### src/rtl/id_ex_issue.sv
// id_ex_issue: RV32I decode-to-execute issue register.
// Decodes one instruction word into ALU op, operands and writeback info,
// and holds it in a single-entry register stage with valid/ready handshake.
module id_ex_issue #(
  parameter logic [31:0] LINK_OFFSET = 32'd4
) (
  input  logic        i_clk,
  input  logic        i_rst_n,
  input  logic        i_valid,
  output logic        o_ready,
  input  logic [31:0] i_instr,
  input  logic [31:0] i_pc,
  input  logic [31:0] i_rs1_data,
  input  logic [31:0] i_rs2_data,
  input  logic        i_flush,
  output logic        o_valid,
  input  logic        i_ready,
  output logic [3:0]  o_alu_op,
  output logic [31:0] o_op_a,
  output logic [31:0] o_op_b,
  output logic [4:0]  o_rd_addr,
  output logic        o_rd_wren,
  output logic [31:0] o_pc,
  output logic        o_illegal
);

  localparam logic [3:0] ALU_ADD  = 4'd0;
  localparam logic [3:0] ALU_SUB  = 4'd1;
  localparam logic [3:0] ALU_SLT  = 4'd2;
  localparam logic [3:0] ALU_SLTU = 4'd3;
  localparam logic [3:0] ALU_XOR  = 4'd4;
  localparam logic [3:0] ALU_OR   = 4'd5;
  localparam logic [3:0] ALU_AND  = 4'd6;
  localparam logic [3:0] ALU_SLL  = 4'd7;
  localparam logic [3:0] ALU_SRL  = 4'd8;
  localparam logic [3:0] ALU_SRA  = 4'd9;
  localparam logic [3:0] ALU_LUI  = 4'd10;

  localparam logic [6:0] OPC_OP     = 7'b0110011;
  localparam logic [6:0] OPC_OPIMM  = 7'b0010011;
  localparam logic [6:0] OPC_LUI    = 7'b0110111;
  localparam logic [6:0] OPC_AUIPC  = 7'b0010111;
  localparam logic [6:0] OPC_LOAD   = 7'b0000011;
  localparam logic [6:0] OPC_STORE  = 7'b0100011;
  localparam logic [6:0] OPC_JAL    = 7'b1101111;
  localparam logic [6:0] OPC_JALR   = 7'b1100111;
  localparam logic [6:0] OPC_BRANCH = 7'b1100011;

  // Shared funct3 -> ALU op map for OP and OP-IMM. SUB only exists for
  // register-register forms; the immediate form reuses bit 30 as imm data.
  function automatic logic [3:0] f3_op(input logic [2:0] f3, input logic alt,
                                       input logic allow_sub);
    logic [3:0] op;
    case (f3)
      3'b000:  op = (alt && allow_sub) ? ALU_SUB : ALU_ADD;
      3'b001:  op = ALU_SLL;
      3'b010:  op = ALU_SLT;
      3'b011:  op = ALU_SLTU;
      3'b100:  op = ALU_XOR;
      3'b101:  op = alt ? ALU_SRA : ALU_SRL;
      3'b110:  op = ALU_OR;
      default: op = ALU_AND;
    endcase
    return op;
  endfunction

  logic [6:0]  opcode;
  logic [2:0]  funct3;
  logic [4:0]  rd;
  logic [31:0] imm_i, imm_s, imm_u;

  assign opcode = i_instr[6:0];
  assign funct3 = i_instr[14:12];
  assign rd     = i_instr[11:7];
  assign imm_i  = {{20{i_instr[31]}}, i_instr[31:20]};
  assign imm_s  = {{20{i_instr[31]}}, i_instr[31:25], i_instr[11:7]};
  assign imm_u  = {i_instr[31:12], 12'b0};

  logic [3:0]  dec_op;
  logic [31:0] dec_a, dec_b;
  logic        dec_wren, dec_ill;

  // Combinational decode of the incoming instruction word.
  always_comb begin
    dec_op   = ALU_ADD;
    dec_a    = '0;
    dec_b    = '0;
    dec_wren = 1'b0;
    dec_ill  = 1'b0;
    case (opcode)
      OPC_OP: begin
        dec_op   = f3_op(funct3, i_instr[30], 1'b1);
        dec_a    = i_rs1_data;
        dec_b    = i_rs2_data;
        dec_wren = 1'b1;
      end
      OPC_OPIMM: begin
        dec_op   = f3_op(funct3, i_instr[30], 1'b0);
        dec_a    = i_rs1_data;
        dec_b    = (funct3 == 3'b001 || funct3 == 3'b101) ?
                   {27'b0, i_instr[24:20]} : imm_i;
        dec_wren = 1'b1;
      end
      OPC_LUI: begin
        dec_op   = ALU_LUI;
        dec_b    = imm_u;
        dec_wren = 1'b1;
      end
      OPC_AUIPC: begin
        dec_a    = i_pc;
        dec_b    = imm_u;
        dec_wren = 1'b1;
      end
      OPC_LOAD: begin
        dec_a    = i_rs1_data;
        dec_b    = imm_i;
        dec_wren = 1'b1;
      end
      OPC_STORE: begin
        dec_a    = i_rs1_data;
        dec_b    = imm_s;
      end
      OPC_JAL, OPC_JALR: begin
        dec_a    = i_pc;
        dec_b    = LINK_OFFSET;
        dec_wren = 1'b1;
      end
      OPC_BRANCH: begin
        dec_op   = ALU_SUB;
        dec_a    = i_rs1_data;
        dec_b    = i_rs2_data;
      end
      default: dec_ill = 1'b1;
    endcase
    // Writes to x0 are architecturally discarded.
    if (rd == 5'd0) dec_wren = 1'b0;
  end

  logic load;
  assign o_ready = !o_valid | i_ready;
  assign load    = i_valid & o_ready & !i_flush;

  // Issue register: reset > flush > load > drain > hold.
  always_ff @(posedge i_clk) begin
    if (!i_rst_n) begin
      o_valid   <= 1'b0;
      o_alu_op  <= '0;
      o_op_a    <= '0;
      o_op_b    <= '0;
      o_rd_addr <= '0;
      o_rd_wren <= 1'b0;
      o_pc      <= '0;
      o_illegal <= 1'b0;
    end else if (i_flush) begin
      o_valid <= 1'b0;
    end else if (load) begin
      o_valid   <= 1'b1;
      o_alu_op  <= dec_op;
      o_op_a    <= dec_a;
      o_op_b    <= dec_b;
      o_rd_addr <= rd;
      o_rd_wren <= dec_wren;
      o_pc      <= i_pc;
      o_illegal <= dec_ill;
    end else if (i_ready) begin
      o_valid <= 1'b0;
    end
  end

endmodule
### config.mk
export PLATFORM = sky130hd
export DESIGN_NAME = id_ex_issue
export DESIGN_NICKNAME = d
export VERILOG_FILES = /design/src/rtl/id_ex_issue.sv
export SDC_FILE = /design/constraint.sdc
export NUM_CORES = 1
export LEC_CHECK = 0
export CORE_ASPECT_RATIO = 0.8
export CORE_MARGIN = 5
export CORE_UTILIZATION = 40
export DETAILED_ROUTE_END_ITERATION = 12
export PLACE_DENSITY = 0.89
export RECOVER_POWER = 50
export SYNTH_ARGS = -nofsm -noshare
export SYNTH_HDL_FRONTEND = slang
export SYNTH_SLANG_ARGS = --single-unit
### constraint.sdc
create_clock -name i_clk -period 1.7 [get_ports i_clk]
set_input_delay 0.255 -clock i_clk [delete_from_list [all_inputs] [get_ports i_clk]]
set_output_delay 0.255 -clock i_clk [all_outputs]
set_load 0.01 [all_outputs]
==> impl_metrics.env, run 1 <==
export IMPL_slew_headroom_pct=68.6
export IMPL_die_w_um=132
export IMPL_grt_max_degree=41
export IMPL_placedCellCount=980
export IMPL_start_util_pct=41.2
export IMPL_synth_distinct_cells=43
export IMPL_drc=0
export IMPL_num_antenna_cells=0
export IMPL_final_hold_viol_count=0
export IMPL_async_flop_share_pct=0
export IMPL_ys_ff_latch=108
export IMPL_rrSetupSlack_ns=0.13
export IMPL_synth_area_leaders="dfxtp_1 45%, a21oi_1 7.4%, o21ai_0 6.5%"
export IMPL_first_iter_violations=323
export IMPL_core_area_sq_mm=0.0116
export IMPL_overflow=0
export IMPL_top_usage_layer="met2"
export IMPL_use_met2_pct=41.2
export IMPL_leakage_nw=3.24
export IMPL_antenna_left=0
export IMPL_cts_num_sinks=108
export IMPL_drtPass1Iterations=5
export IMPL_die_height_um=108
export IMPL_maxCapViolCount=0
export IMPL_rows=35
export IMPL_synth_largest_area_cell="dfxtp_1"
export IMPL_place_congestion=0.885
export IMPL_use_met3_pct=7.49
export IMPL_rsz0062_at_grt="no"
export IMPL_wl_per_cell_um=18.1
export IMPL_finalSetupViolCount=0
export IMPL_cts_buffers=9
export IMPL_use_met1_pct=29.7
export IMPL_final_min_clock_period_ns=1.65
export IMPL_yosysSeqAreaShare_pct=45.1
export IMPL_clockBufferDepth=2
export IMPL_synth_edf_count=0
export IMPL_io_pins=242
export IMPL_layout_nets=984
export IMPL_yosysWarnings=0
export IMPL_dp_hpwl_um=13600
export IMPL_h_tree_depth=3
export IMPL_netlist_area_sq_mm=0.00480
export IMPL_post_route_util_pct=70.4
export IMPL_fmaxAchievable_ghz=0.607
export IMPL_finalNonFillerCells=1003
export IMPL_fin_total_pwr_w=0.00584
export IMPL_ir_drop_mv=0.465
export IMPL_crit_path_end_kind="flip-flop"
export IMPL_num_vias=5556
export IMPL_synth_top_area_share_pct=45.1
export IMPL_fin_area_sq_mm=0.00820
export IMPL_synth_ff_type="dfxtp_1"
export IMPL_crit_type="in2reg"
export IMPL_antenna_found_initial=0
export IMPL_port_buffers=241
export IMPL_clock_latency_ns=0.34
export IMPL_worstMarginPinSlew_ns=0.471
export IMPL_cts_tree="built"
export IMPL_crit_fanout=8
export IMPL_fillers=900
export IMPL_hold_class="in2reg"
export IMPL_grt_pass1_vias=5491
export IMPL_crit_required_ns=1.97
export IMPL_drive_above_1_share_pct=12.6
export IMPL_syn_nets=715
export IMPL_synthCells=582
export IMPL_status="complete, no violations"
export IMPL_grt_usage_pct=24.4
export IMPL_ctsRootBufferMaster="clkbuf_16"
export IMPL_drv_slew=0
export IMPL_die_area_sq_mm=0.0143
export IMPL_min_period_over_period_pct=96.9
export IMPL_dpl_instance_area_sq_mm=0.00778
export IMPL_critPathArrivalTime_ns=1.92
export IMPL_syn_area_per_cell_sq_um=8.24
export IMPL_grt_pass1_wl_um=28400
export IMPL_wl_um=18100
export IMPL_power_density_mw_per_mm2=712
export IMPL_holdBufCountCts=0
export IMPL_clk_transition_reported_paths_ns=0.07
export IMPL_post_drt_via_cell_ratio=5.54
export IMPL_finalClockSkew_ns=0.00734
export IMPL_holdWs_ns=0.417
export IMPL_crit_path_start_kind="input port"
export IMPL_syn_to_final_growth_pct=70.8
[layout make-up]
class                   count  area, sq um  area share [%]
clock inverters             6         47.5           0.580
clock buffers               9          225            2.75
repair buffers            311         3060            37.3
well taps                 148          185            2.26
flip-flops and latches    108         2160            26.4
inverters                   5         18.8           0.229
multi-input cells         416         2500            30.5
[cells in the final DEF (no fill, tap or decap), types with 8 or more instances in the layout]
cell	Yosys	final
clkdlybuf4s50_1	0	135
dfxtp_1	108	108
dlygate4sd3_1	0	98
nand2_1	80	80
a21oi_1	71	70
o21ai_0	62	62
buf_4	1	58
a21boi_0	41	40
nor2_1	26	25
a22oi_1	20	20
a211oi_1	22	20
o21ai_1	16	15
nand3_1	14	14
a221oi_1	11	11
clkbuf_16	0	9
nand2b_1	8	8
buf_12	0	8
[synth_stat cells, types with 2 or more instances]
library cell  number
a211oi_1          22
a21boi_0          41
a21oi_1           71
a221o_1            2
a221oi_1          11
a22oi_1           20
buf_1              9
buf_2             17
clkbuf_1          26
dfxtp_1          108
inv_1              5
mux2_2             4
nand2_1           80
nand2b_1           8
nand3_1           14
nand3b_1           3
nand4b_1           2
nor2_1            26
nor2b_1            4
nor3b_1            2
nor4_1             7
o21ai_0           62
o21ai_1           16
o31ai_1            2
or4_1              2
[critical path: stages]
cell             delay (ns)
clkdlybuf4s50_1        0.48
buf_4                  0.19
nor3b_4                0.35
buf_4                  0.19
o311ai_2               0.10
buf_4                  0.21
o21ai_1                0.14
[kinds of logic (layout without fill, tap and decap cells)]
| logic type | Yosys count | in the layout | share of synthesized area [%] |
|---|---|---|---|
| buf+inv | 58 | 331 | 5.06 |
| flops | 108 | 108 | 45.1 |
| compound gates | 254 | 254 | 32.6 |
| xor+xnor | 2 | 2 | 0.365 |
| simple gates | 156 | 156 | 15.9 |
| mux | 4 | 4 | 0.939 |
[path summary, 6_finish.rpt]
check	end	start	cells past startpoint
worst min-delay path	o_alu_op[0]	i_rst_n	3
worst max-delay path	o_op_b[2]	i_instr[3]	7
worst max register to register	o_op_b[27]	o_valid	8
worst min register to register	o_op_b[4]	o_op_b[4]	2
[metal layers]
| layer | part of all wire (%) | wire (um) |
|---|---|---|
| met3 | 8.8 | 1590 |
| met2 | 48 | 8680 |
| met5 | 0 | 0 |
| met4 | 2.9 | 523 |
| met1 | 40 | 7350 |
[report_power, final]
group	switching (W)	internal [W]
Sequential	0.0000559	0.00265
Combinational	0.000509	0.000652
Clock	0.000971	0.00100
[metrics by stage]
stage | setup WS, ns | TNS [ns]
CTS | 0.0164 | 0
global placement | -0.381 | -22.06
global route | 0.00529 | 0
finish | 0.0521 | 0
detailed placement | -0.474 | -27.04
floorplan | 0.0967 | 0
[registers in the layout, summed over array words and instances (netlist names)]
signal and flops:
o_alu_op 4, o_valid 1, o_op_b 32, o_illegal 1, o_pc 32, o_rd_addr 5
o_op_a 32, o_rd_wren 1
[repair_timing]
item	in CTS	in global routing
pin swaps	3	3
cloned	0	1
setup endpoints to repair	21	55
resized for setup	5	19
setup buffers	4	3
Note: power is estimated with default switching activity, not from simulation.
==> run 2, diff against run 1 <==
--- a/config.mk
+++ b/config.mk
@@ -9,6 +9,7 @@
 export CORE_MARGIN = 5
 export CORE_UTILIZATION = 40
 export DETAILED_ROUTE_END_ITERATION = 12
+export HOLD_SLACK_MARGIN = 0.03
 export PLACE_DENSITY = 0.89
 export RECOVER_POWER = 50
 export SYNTH_ARGS = -nofsm -noshare
==> results of run 2 <==
No change in the layout: final DEF, timing and power equal those of run 1.
